File: src/rtl/uart_tx.sv
// UART transmitter with byte FIFO; 8N1 frames, even parity added when UART_TX_PARITY_EN is defined.
// Latency: write at edge N, pop at N+1, start bit on o_tx after N+1 when idle.
// Backpressure: none; writes to a full FIFO with no same-cycle pop are dropped and flagged on o_overflow.
module uart_tx #(
    parameter int CLKS_PER_BIT = 868,
    parameter int FIFO_DEPTH   = 16
) (
    input  logic       clk,
    input  logic       rst,
    input  logic       clk_en,
    input  logic [7:0] i_data,
    input  logic       i_data_en,
    output logic       o_tx,
    output logic       o_busy,
    output logic       o_fifo_full,
    output logic       o_overflow
);
    localparam int AW = $clog2(FIFO_DEPTH);
    localparam int CW = AW + 1;
    localparam int BW = $clog2(CLKS_PER_BIT);
    localparam logic [BW-1:0] BAUD_MAX = BW'(CLKS_PER_BIT - 1);
    localparam logic [CW-1:0] COUNT_FULL = CW'(FIFO_DEPTH);

    typedef enum logic [2:0] {
        IDLE,
        START,
        DATA,
`ifdef UART_TX_PARITY_EN
        PARITY,
`endif
        STOP
    } state_t;

    state_t        r_state;
    logic          r_tx;
    logic [BW-1:0] r_baud;
    logic [2:0]    r_idx;
    logic [7:0]    r_shift;

    logic [7:0]    r_mem [FIFO_DEPTH];
    logic [AW-1:0] r_wr_ptr;
    logic [AW-1:0] r_rd_ptr;
    logic [CW-1:0] r_count;
    logic          r_overflow;

    logic w_empty;
    logic w_full;
    logic w_bit_end;
    logic w_wr_req;
    logic w_pop;
    logic w_push;

    assign w_empty   = (r_count == '0);
    assign w_full    = (r_count == COUNT_FULL);
    assign w_bit_end = (r_baud == BAUD_MAX);
    assign w_wr_req  = i_data_en && clk_en;
    // A pop happens on the same edge the FSM leaves IDLE or finishes STOP.
    assign w_pop     = !w_empty && ((r_state == IDLE) || ((r_state == STOP) && w_bit_end));
    assign w_push    = w_wr_req && (!w_full || w_pop);

    always_ff @(posedge clk) begin
        if (!rst && w_push) begin
            r_mem[r_wr_ptr] <= i_data;
        end
    end

    always_ff @(posedge clk) begin
        if (rst) begin
            r_wr_ptr   <= '0;
            r_rd_ptr   <= '0;
            r_count    <= '0;
            r_overflow <= 1'b0;
        end else begin
            if (w_push) r_wr_ptr <= r_wr_ptr + 1'b1;
            if (w_pop)  r_rd_ptr <= r_rd_ptr + 1'b1;
            case ({w_push, w_pop})
                2'b10:   r_count <= r_count + 1'b1;
                2'b01:   r_count <= r_count - 1'b1;
                default: r_count <= r_count;
            endcase
            if (w_wr_req && !w_push) r_overflow <= 1'b1;
        end
    end

    always_ff @(posedge clk) begin
        if (rst) begin
            r_state <= IDLE;
            r_tx    <= 1'b1;
            r_baud  <= '0;
            r_idx   <= '0;
            r_shift <= '0;
        end else begin
            case (r_state)
                IDLE: begin
                    if (!w_empty) begin
                        r_state <= START;
                        r_shift <= r_mem[r_rd_ptr];
                        r_tx    <= 1'b0;
                        r_baud  <= '0;
                    end
                end
                START: begin
                    if (w_bit_end) begin
                        r_state <= DATA;
                        r_tx    <= r_shift[0];
                        r_baud  <= '0;
                        r_idx   <= '0;
                    end else begin
                        r_baud <= r_baud + 1'b1;
                    end
                end
                DATA: begin
                    if (w_bit_end) begin
                        r_baud <= '0;
                        r_idx  <= r_idx + 3'd1;
                        if (r_idx == 3'd7) begin
`ifdef UART_TX_PARITY_EN
                            r_state <= PARITY;
                            r_tx    <= ^r_shift;
`else
                            r_state <= STOP;
                            r_tx    <= 1'b1;
`endif
                        end else begin
                            r_tx <= r_shift[r_idx + 3'd1];
                        end
                    end else begin
                        r_baud <= r_baud + 1'b1;
                    end
                end
`ifdef UART_TX_PARITY_EN
                PARITY: begin
                    if (w_bit_end) begin
                        r_state <= STOP;
                        r_tx    <= 1'b1;
                        r_baud  <= '0;
                    end else begin
                        r_baud <= r_baud + 1'b1;
                    end
                end
`endif
                STOP: begin
                    if (w_bit_end) begin
                        r_baud <= '0;
                        // Chain straight into the next start bit when more bytes are queued.
                        if (!w_empty) begin
                            r_state <= START;
                            r_shift <= r_mem[r_rd_ptr];
                            r_tx    <= 1'b0;
                        end else begin
                            r_state <= IDLE;
                            r_tx    <= 1'b1;
                        end
                    end else begin
                        r_baud <= r_baud + 1'b1;
                    end
                end
                default: begin
                    r_state <= IDLE;
                    r_tx    <= 1'b1;
                end
            endcase
        end
    end

    assign o_tx        = r_tx;
    assign o_busy      = !w_empty || (r_state != IDLE);
    assign o_fifo_full = w_full;
    assign o_overflow  = r_overflow;

endmodule

File: config.mk
export PLATFORM = sky130hd
export DESIGN_NAME = uart_tx
export DESIGN_NICKNAME = d
export VERILOG_FILES = /design/src/rtl/uart_tx.sv
export SDC_FILE = /design/constraint.sdc
export NUM_CORES = 1
export LEC_CHECK = 0
export BUFFER_PORTS_ARGS = -buffer_cell sky130_fd_sc_hd__clkbuf_2
export CORE_UTILIZATION = 60
export CTS_CLUSTER_SIZE = 30
export DETAILED_ROUTE_END_ITERATION = 12
export PLACE_DENSITY_LB_ADDON = 0.25
export SLEW_MARGIN = 30
export SYNTH_ARGS = -nofsm -noshare
export SYNTH_HDL_FRONTEND = slang
export SYNTH_SLANG_ARGS = --single-unit
File: constraint.sdc
create_clock -name clk -period 5.15 [get_ports clk]
set_input_delay 0.2575 -clock clk [delete_from_list [all_inputs] [get_ports clk]]
set_output_delay 0.2575 -clock clk [all_outputs]
set_load 0.05 [all_outputs]
==> results_dict.tcl, run 1 <==
set metrics [dict create \
    status "complete, but fails checks" \
    violations "design-rule violations" \
    whs_path_depth 1 \
    grt_pass1_wl_mm 21.00 \
    dpl.cell_count 595 \
    worstMarginPinSlew_ns 0.9887 \
    numCtsBuffers 17 \
    crit_type "flip-flop to flip-flop" \
    avgSynthCellArea_um2 15.66 \
    timing.reg2reg.setup_slack_ns 2.20 \
    htreeDepth 4 \
    place_area_um2 7321 \
    die_w_um 111.1 \
    hold_buffers 0 \
    synth_cell_types 62 \
    dieArea_um2 12340 \
    drt_iter0_markers 324 \
    min_to "r_mem[11][5]$_DFFE_PP_" \
    fp.coreArea_um2 11520 \
    cts.sinks 170 \
    cts.repair.resized 0 \
    p_leak_nw 2.584 \
    post-route-period-util_pct 57.34 \
    fin_skew_ns 0.009269 \
    synth-edff-count 128 \
    min_from "i_data[5]" \
    postCtsSetupBuffers 0 \
    area_growth_pct 10.11 \
    port_buffers 15 \
    ir_worst_vdd_uv 349.3 \
    hold_viol 0 \
    dr_total_vias 3918 \
    vias_per_cell 6.269 \
    place.gp.congestion 0.7711 \
    clock.fmax_mhz 338.7 \
    synth_nets 484 \
    r2r-start "r_count[0]$_SDFFE_PP0P_" \
    cap_violations 0 \
    wl_per_cell_um 21.16 \
    synthDominantCellAreaShare_pct 53.83 \
    yosysTopAreaCell "edfxtp_1" \
    initial_core_util_pct 62.01 \
    die_height_um 111.1 \
    grt_antenna_before_repair 0 \
    synth_async_sr_flop_share_pct 0 \
    maxSlewHeadroom_pct 33.85 \
    clock_latency_ns 0.43 \
    final_area_um2 7863 \
    final_common_cell "edfxtp_1" \
    end_kind "flip-flop" \
    rsz0062_at_grt "no" \
    yosysSeqAreaShare_pct 65.60 \
    layout_common_cells "edfxtp_1, nor2_1, dfxtp_1" \
    min_path_type "input pin to flip-flop" \
    period_minus_slack_ns 2.953 \
    cts.clk_slew.worst_paths_ns 0.06 \
    required_ns 5.52 \
    antenna_cells 0 \
    yosysWarnings 0 \
    routed_wl_mm 13.22 \
    startpoint_type "flip-flop" \
    finalSetupViolCount 0 \
    io-pin-count 16 \
    grt_use_total_pct 23.54 \
    p_per_area_nw_per_um2 462.4 \
    reg2reg_depth 11 \
    rows 39 \
    crit_fanout 8 \
    drive_above_1_share_pct 20.12 \
    ys.flop_type "edfxtp_1" \
    grt.overflow.total 0 \
    synth_area_leaders "edfxtp_1, dfxtp_1, mux4_2" \
    cts.path.max_buffers 2 \
    setup_tns_ns 0 \
    synth_area_um2 7141 \
    nets 499 \
    root_buffer "clkbuf_16" \
    place_hpwl_mm 8.404 \
    r2r-end "r_count[4]$_SDFFE_PP0P_" \
    final_cells 625 \
    finalMaxSlewViolations 0 \
    cp.arrival_ns 3.32 \
    antenna_left 0 \
    grt_pass1_vias 3931 \
    finalCoreUtilization_pct 68.27 \
    cts_tree "yes" \
    timing.hold.ws_ns 0.2583 \
    drc 2 \
    dr.pass1.iters 9 \
    synth_seq_cells 170 \
    grt_max_degree 45 \
    syn_inst 456 \
]
[flip-flops by register name, summed over array words and instances, names as in the netlist, named ones only]
| register | cells |
|---|---|
| r_state | 2 |
| o_overflow | 1 |
| r_rd_ptr | 4 |
| r_wr_ptr | 4 |
| r_shift | 8 |
| r_mem | 128 |
| r_count | 5 |
| r_idx | 3 |
| o_tx | 1 |
| r_baud | 10 |
[where the power goes]
group / leakage, nW / total (mW) / internal (mW) / switching, mW
combinational: 0.827 / 0.878 / 0.378 / 0.500
clock: 0.262 / 1.18 / 0.698 / 0.478
sequential: 1.49 / 1.58 / 1.54 / 0.0464
total: 2.58 / 3.64 / 2.61 / 1.02
[area by class of cell]
class                      count  area [µm²]
fill                         778        3654
tap                          143       178.9
inverter                      12       45.04
clock inverter                11       106.4
sequential                   170        4686
multi-input combinational    252        2316
clock buffer                  19       432.9
timing repair buffer          18       97.59
[critical path, stage by stage, from the launching register on]
cell and delay [ns]:
dfxtp_1 0.33, or4_1 0.72, o21ai_2 0.25, o21ai_2 0.15
nand2_2 0.12, inv_2 0.08, ha_1 0.31, nor2b_1 0.21
o21a_1 0.20, nor2_1 0.04, or4_1 0.39, nand3_1 0.09
[worst max path at each step]
stage / from / to / slack, ns / depth (start not counted)
CTS: r_count[0]$_SDFFE_PP0P_ / r_count[4]$_SDFFE_PP0P_ / 2.19 / 11
finish: r_count[0]$_SDFFE_PP0P_ / r_count[4]$_SDFFE_PP0P_ / 2.20 / 11
global placement: r_count[0]$_SDFFE_PP0P_ / r_count[4]$_SDFFE_PP0P_ / 2.29 / 11
global route: r_count[0]$_SDFFE_PP0P_ / r_count[4]$_SDFFE_PP0P_ / 1.98 / 11
detailed placement: r_count[0]$_SDFFE_PP0P_ / r_count[4]$_SDFFE_PP0P_ / 2.21 / 11
floorplan: r_count[0]$_SDFFE_PP0P_ / r_count[4]$_SDFFE_PP0P_ / 2.49 / 12
[routing by layer]
layer  part of all wire [%]  GRT usage (%)
met4                    2.3          10.27
met2                     47          35.93
met1                     45          32.61
met3                    5.3          5.741
met5                      0              0
[cells in the mapped netlist (all sizes together) (3+ instances only)]
| cell | instances |
|---|---|
| nor3b | 3 |
| mux2i | 13 |
| nand2 | 16 |
| edfxtp | 128 |
| nor3 | 6 |
| clkbuf | 11 |
| nand4 | 4 |
| mux4 | 34 |
| nor2b | 14 |
| ha | 15 |
| o21ai | 7 |
| dfxtp | 42 |
| buf | 11 |
| a21oi | 20 |
| a22o | 8 |
| a311oi | 5 |
| mux2 | 5 |
| inv | 12 |
| nor2 | 45 |
| nand3 | 6 |
| a211oi | 9 |
| and3 | 3 |
| or4 | 3 |
[cell families after synthesis]
group / count (synthesis) / synth area share [%]
AO/OA/AOI/OAI: 72 / 7.745
XOR/XNOR: 3 / 0.3680
adder cells (fa/ha/maj): 16 / 2.909
buffers and inverters: 34 / 1.998
flip-flops: 170 / 65.60
multiplexers: 52 / 13.33
AND/OR/NAND/NOR: 109 / 8.043
[per-stage QoR]
stage,power (mW),setup slack (ns)
floorplan,2.307,2.491
global placement,2.469,2.288
detailed placement,2.493,2.215
CTS,3.658,2.193
global route,3.797,1.984
finish,3.635,2.197
Note: power is estimated with default switching activity, not from simulation.
==> run 2: changes to the inputs <==
--- a/config.mk
+++ b/config.mk
@@ -6,7 +6,7 @@
 export NUM_CORES = 1
 export LEC_CHECK = 0
 export BUFFER_PORTS_ARGS = -buffer_cell sky130_fd_sc_hd__clkbuf_2
-export CORE_UTILIZATION = 60
+export CORE_UTILIZATION = 56
 export CTS_CLUSTER_SIZE = 30
 export DETAILED_ROUTE_END_ITERATION = 12
 export PLACE_DENSITY_LB_ADDON = 0.25
==> constraint.sdc (replaced) <==
create_clock -name clk -period 2.5 [get_ports clk]
set_input_delay 0.125 -clock clk [delete_from_list [all_inputs] [get_ports clk]]
set_output_delay 0.125 -clock clk [all_outputs]
set_load 0.05 [all_outputs]
==> run 2 against run 1 <==
  * Register-to-register slack lost 2.2 ns
  * Fmax grew 17%
  * Clock power grew 98%
  * The run ends with negative setup slack left
  * Design area grew 6.4%
  * Die area grew 7.0%
==> results_dict.tcl, run 2 (synthesis gave the netlist of run 1 again) <==
set metrics [dict create \
    status "complete, but fails checks" \
    violations "negative setup slack" \
    min_path_type "input pin to flip-flop" \
    clock.fmax_mhz 396.1 \
    vias_per_cell 5.894 \
    cts.path.max_buffers 2 \
    multi_input_area_um2 2405 \
    drc 0 \
    rows 40 \
    port_buffers 15 \
    startpoint_type "flip-flop" \
    cts_tree "yes" \
    fill_cells 833 \
    nets 548 \
    dpl.cell_count 663 \
    rsz0062_at_grt "yes" \
    crit_fanout 4 \
    htreeDepth 4 \
    area_growth_pct 17.19 \
    pre_cts_ws_ns -0.1577 \
    wl_per_cell_um 19.14 \
    setup_tns_ns -0.02488 \
    cts.sinks 170 \
    end_kind "flip-flop" \
    cp.arrival_ns 2.89 \
    critical-path-max-stage-delay_ns 0.40 \
    seqCellArea_um2 4690 \
    slowest_stage "or4_1" \
    period_minus_slack_ns 2.525 \
    drive_above_1_share_pct 30.45 \
    root_buffer "clkbuf_16" \
    cts.clk_slew.worst_paths_ns 0.06 \
    cap_violations 0 \
    layout_common_cells "edfxtp_1, buf_4, nor2_1" \
    grt_pass1_vias 4074 \
    maxSlewHeadroom_pct 51.30 \
    dr_total_vias 4126 \
    antenna_left 0 \
    cp_cell_sequence "ha_4, and4bb_2, nand3_4, o21ai_4, nand2_2, buf_4, fa_2, nor2b_4, o21a_1, nor2_1, or4_1, nand3_1" \
    numCtsBuffers 17 \
    clock_latency_ns 0.42 \
    p_per_area_nw_per_um2 932.2 \
    fin_skew_ns 0.006985 \
    p_leak_nw 2.839 \
    worstMarginPinSlew_ns 0.7278 \
    grt_antenna_before_repair 0 \
    grt.overflow.total 0 \
    finalMaxSlewViolations 0 \
    grt_use_total_pct 22.34 \
    place.gp.congestion 0.8124 \
    antenna_cells 0 \
    place_hpwl_mm 8.776 \
    io-pin-count 16 \
    crit_type "flip-flop to flip-flop" \
    max_flop_register "r_mem" \
    timing.hold.ws_ns 0.1281 \
    finalSetupViolCount 1 \
    power_mw 7.801 \
    largestRegisters "r_mem: 128 flops, r_baud: 10 flops, r_shift: 8 flops" \
    grt_pass1_wl_mm 21.37 \
    ir_worst_vdd_uv 638.0 \
    fin_ws_ns -0.02488 \
    fp.coreArea_um2 12210 \
    die_w_um 114.9 \
    die_height_um 114.9 \
    hold_viol 0 \
    dieArea_um2 13210 \
    post-route-period-util_pct 101.0 \
    dr.pass1.iters 4 \
    final_common_cell "edfxtp_1" \
    final_cells 700 \
    initial_core_util_pct 58.47 \
    drt_iter0_markers 240 \
    largest_reg_flops 128 \
    routed_wl_mm 13.40 \
    required_ns 2.87 \
    grt_max_degree 43 \
]
## run 2: cell count changes in the layout (fill, tap and decap cells not counted), sizes merged
cell    change
buf        +49
inv         +5
bufinv      -2
clkinv      -2
## run 2: critical path: cells and delay by family, from the launching register on
kind	cells	cell delay, ns
compound gates	2	0.33
fa+ha+maj	2	0.52
buf+inv	1	0.14
flops	1	0.36
simple gates	7	1.11
## run 2: metrics by stage
step	util [%]	instance area, µm²
6_report	68.52	8368
5_1_grt	68.52	8368
4_1_cts	67.86	8287
3_5_place_dp	63.42	7745
3_3_place_gp	63.42	7745
2_1_floorplan	-	7189
## run 2: what timing repair did
action / CTS / global route
hold buffers: 0 / 0
pin swaps: 0 / 9
gates resized for setup: 5 / 9
endpoints found under the setup margin: 19 / 35
buffers inserted: 0 / 6
endpoints found under the hold margin: 0 / 0
## run 2: routing by layer
metal | share of wire, % | vias to the layer above | global-route usage, %
met5 | 0 | - | 0
met4 | 2.0 | 0 | 9.697
met3 | 5.2 | 21 | 5.430
met2 | 47 | 108 | 34.14
met1 | 45 | 2075 | 30.94
li1 | - | 1922 | -
## run 2: worst paths after layout
path | cells past startpoint | from | slack [ns] | to
setup reg to reg | 12 | r_baud[0]$_SDFFE_PP0P_ | -0.02 | r_count[4]$_SDFFE_PP0P_
hold / removal | 1 | i_data[2] | 0.13 | r_mem[0][2]$_DFFE_PP_
hold reg to reg | 2 | o_overflow$_SDFFE_PP0P_ | 0.47 | o_overflow$_SDFFE_PP0P_
setup / recovery | 12 | r_baud[0]$_SDFFE_PP0P_ | -0.02 | r_count[4]$_SDFFE_PP0P_
## run 2: final cells by class
cell class | count | area share, %
clock inverters | 12 | 1.106
flip-flops and latches | 170 | 56.04
clock buffers | 19 | 5.173
repair buffers | 67 | 5.861
multi-input cells | 252 | 28.74
well taps | 168 | 2.512
inverters | 12 | 0.5682
## run 2: power breakdown
part | switching (mW) | internal, mW | leakage, nW | total [mW]
clock | 1.07 | 1.28 | 0.256 | 2.34
combinational | 1.10 | 1.05 | 1.09 | 2.15
sequential | 0.141 | 3.16 | 1.50 | 3.31
==> run 3: changes to the inputs <==
--- a/config.mk
+++ b/config.mk
@@ -7,8 +7,9 @@
 export LEC_CHECK = 0
 export BUFFER_PORTS_ARGS = -buffer_cell sky130_fd_sc_hd__clkbuf_2
 export CORE_UTILIZATION = 56
-export CTS_CLUSTER_SIZE = 30
+export CTS_CLUSTER_SIZE = 14
 export DETAILED_ROUTE_END_ITERATION = 12
+export MAX_ROUTING_LAYER = met4
 export PLACE_DENSITY_LB_ADDON = 0.25
 export SLEW_MARGIN = 30
 export SYNTH_ARGS = -nofsm -noshare
==> run 3 against run 2 <==
  * The run still ends with negative setup slack left
  * Clock skew rose by 0.00099 ns
  * Register-to-register slack barely moved
  * Critical endpoint unchanged
  * Largest cell class unchanged
  * Critical path type unchanged
  * Die area did not move
  * Sequential share of layout area did not move
  * Flip-flop and latch count did not move
  * Fmax barely moved
==> results_dict.tcl, run 3 (synthesis gave the netlist of run 1 again) <==
set metrics [dict create \
    status "complete, but fails checks" \
    violations "negative setup slack" \
    crit_type "flip-flop to flip-flop" \
    p_clk_share_pct 30.0 \
    port_buffers 15 \
    r2r-start "r_baud[0]$_SDFFE_PP0P_" \
    antenna_cells 0 \
    grtUsageMet2_pct 34.10 \
    startpoint_type "flip-flop" \
    rsz0062_at_grt "yes" \
    min_to "r_mem[2][6]$_DFFE_PP_" \
    timing.reg2reg.setup_slack_ns -0.03 \
    drt_iter0_markers 231 \
    grtUsageMet1_pct 30.98 \
    whs_path_depth 1 \
    post-route-period-util_pct 101.0 \
    dr_total_vias 4109 \
    initial_core_util_pct 58.47 \
    fin_skew_ns 0.007976 \
    grt.met3_usage_pct 5.430 \
    p_leak_nw 2.839 \
    cap_violations 0 \
    die_w_um 114.9 \
    cp.arrival_ns 2.89 \
    layout_common_cells "edfxtp_1, buf_4, nor2_1" \
    cts_tree "yes" \
    p_seq_share_pct 42.4 \
    grt.overflow.total 0 \
    grt_use_total_pct 23.07 \
    grt_max_degree 43 \
    finalSetupViolCount 1 \
    cts.clk_slew.worst_paths_ns 0.06 \
    largest_reg_flops 128 \
    drive_above_1_share_pct 30.45 \
    nets 548 \
    timing.hold.ws_ns 0.1340 \
    area_growth_pct 17.19 \
    p_per_area_nw_per_um2 930.9 \
    grt_pass1_vias 4071 \
    power.internal_mw 5.492 \
    p_sw_mw 2.299 \
    worstMarginPinSlew_ns 0.7210 \
    die_height_um 114.9 \
    reg2reg_depth 12 \
    max_flop_register "r_mem" \
    finalCoreUtilization_pct 68.52 \
    fp.coreArea_um2 12210 \
    grt_pass1_wl_mm 21.39 \
    dr.pass1.iters 4 \
    place_hpwl_mm 8.776 \
    swShare_pct 29.51 \
    numCtsBuffers 17 \
    vias_per_cell 5.870 \
    finalMaxSlewViolations 0 \
    crit_fanout 4 \
    required_ns 2.87 \
    end_kind "flip-flop" \
    hold_viol 0 \
    dieArea_um2 13210 \
    htreeDepth 4 \
    cts.path.max_buffers 2 \
    maxSlewHeadroom_pct 51.76 \
    min_path_type "input pin to flip-flop" \
    wl_per_cell_um 19.05 \
    clock.fmax_mhz 396.0 \
    ir_worst_vdd_uv 640.7 \
    antenna_left 0 \
    fin_ws_ns -0.02512 \
    root_buffer "clkbuf_16" \
    clock_latency_ns 0.43 \
    min_from "i_data[6]" \
    largestRegisters "r_mem: 128 flops, r_baud: 10 flops, r_shift: 8 flops" \
    io-pin-count 16 \
    grt.busiest_layer "met2" \
    final_common_cell "edfxtp_1" \
    place.gp.congestion 0.8244 \
    grt_antenna_before_repair 0 \
    drc 0 \
    routed_wl_mm 13.33 \
    cts.sinks 170 \
    r2r-end "r_count[4]$_SDFFE_PP0P_" \
    period_minus_slack_ns 2.525 \
    rows 40 \
    pwr-share-comb_pct 27.6 \
]
## run 3: cell counts in the layout (fill, tap and decap cells not counted)
No cell type changed its count.
## run 3: worst max-delay path by stage
stage	start	endpoint	slack, ns	depth (start not counted)
2_1_floorplan	r_count[3]$_SDFFE_PP0P_	r_count[4]$_SDFFE_PP0P_	-0.05	12
3_3_place_gp	r_baud[0]$_SDFFE_PP0P_	r_count[4]$_SDFFE_PP0P_	-0.08	12
3_5_place_dp	r_baud[0]$_SDFFE_PP0P_	r_count[4]$_SDFFE_PP0P_	-0.16	12
4_1_cts	r_baud[0]$_SDFFE_PP0P_	r_count[4]$_SDFFE_PP0P_	-0.08	12
5_1_grt	r_baud[0]$_SDFFE_PP0P_	r_count[4]$_SDFFE_PP0P_	-0.13	12
6_report	r_baud[0]$_SDFFE_PP0P_	r_count[4]$_SDFFE_PP0P_	-0.03	12
## run 3: repair_timing
action / in CTS / in global routing
setup endpoints to repair: 19 / 35
endpoints found under the hold margin: 0 / 0
pin swaps: 0 / 9
resized for setup: 5 / 9
hold buffers: 0 / 0
setup buffers: 0 / 6
## run 3: critical path, cell delays in order (launching register included)
cell	delay (ns)
dfxtp_2	0.36
ha_4	0.14
and4bb_2	0.26
nand3_4	0.13
o21ai_4	0.19
nand2_2	0.07
buf_4	0.14
fa_2	0.38
nor2b_4	0.13
o21a_1	0.14
nor2_1	0.04
or4_1	0.40
nand3_1	0.08
## run 3: area by class of cell
class | instances | area (µm²)
clock buffers | 19 | 432.9
clock inverters | 12 | 92.59
fillers | 833 | 3844
inverters | 12 | 47.55
multi-input cells | 252 | 2405
flip-flops and latches | 170 | 4690
well taps | 168 | 210.2
repair buffers | 67 | 490.5
## run 3: per-stage QoR
stage          std cells  setup TNS, ns  setup slack, ns  total power [mW]  area, µm²
2_1_floorplan        456       -0.04898         -0.04898             4.822       7189
3_3_place_gp         663       -0.07619         -0.07619             5.356       7745
3_5_place_dp         663        -0.2284          -0.1577             5.426       7745
4_1_cts              694       -0.07828         -0.07828             7.800       8287
5_1_grt              700        -0.2950          -0.1261             8.148       8368
6_report             700       -0.02512         -0.02512             7.790       8368
## run 3: power groups by stage
stage	logic (mW)	registers (mW)	clock network [mW]
2_1_floorplan	1.50	3.32	0
3_3_place_gp	2.01	3.35	0
3_5_place_dp	2.07	3.35	0
4_1_cts	2.12	3.30	2.38
5_1_grt	2.34	3.32	2.48
6_report	2.15	3.31	2.34
## run 3: metal layers
layer / vias to the layer above / routed length (µm)
met5: - / 0
met4: 0 / 253
met3: 19 / 620
met2: 97 / 6382
met1: 2071 / 6075
li1: 1922 / -
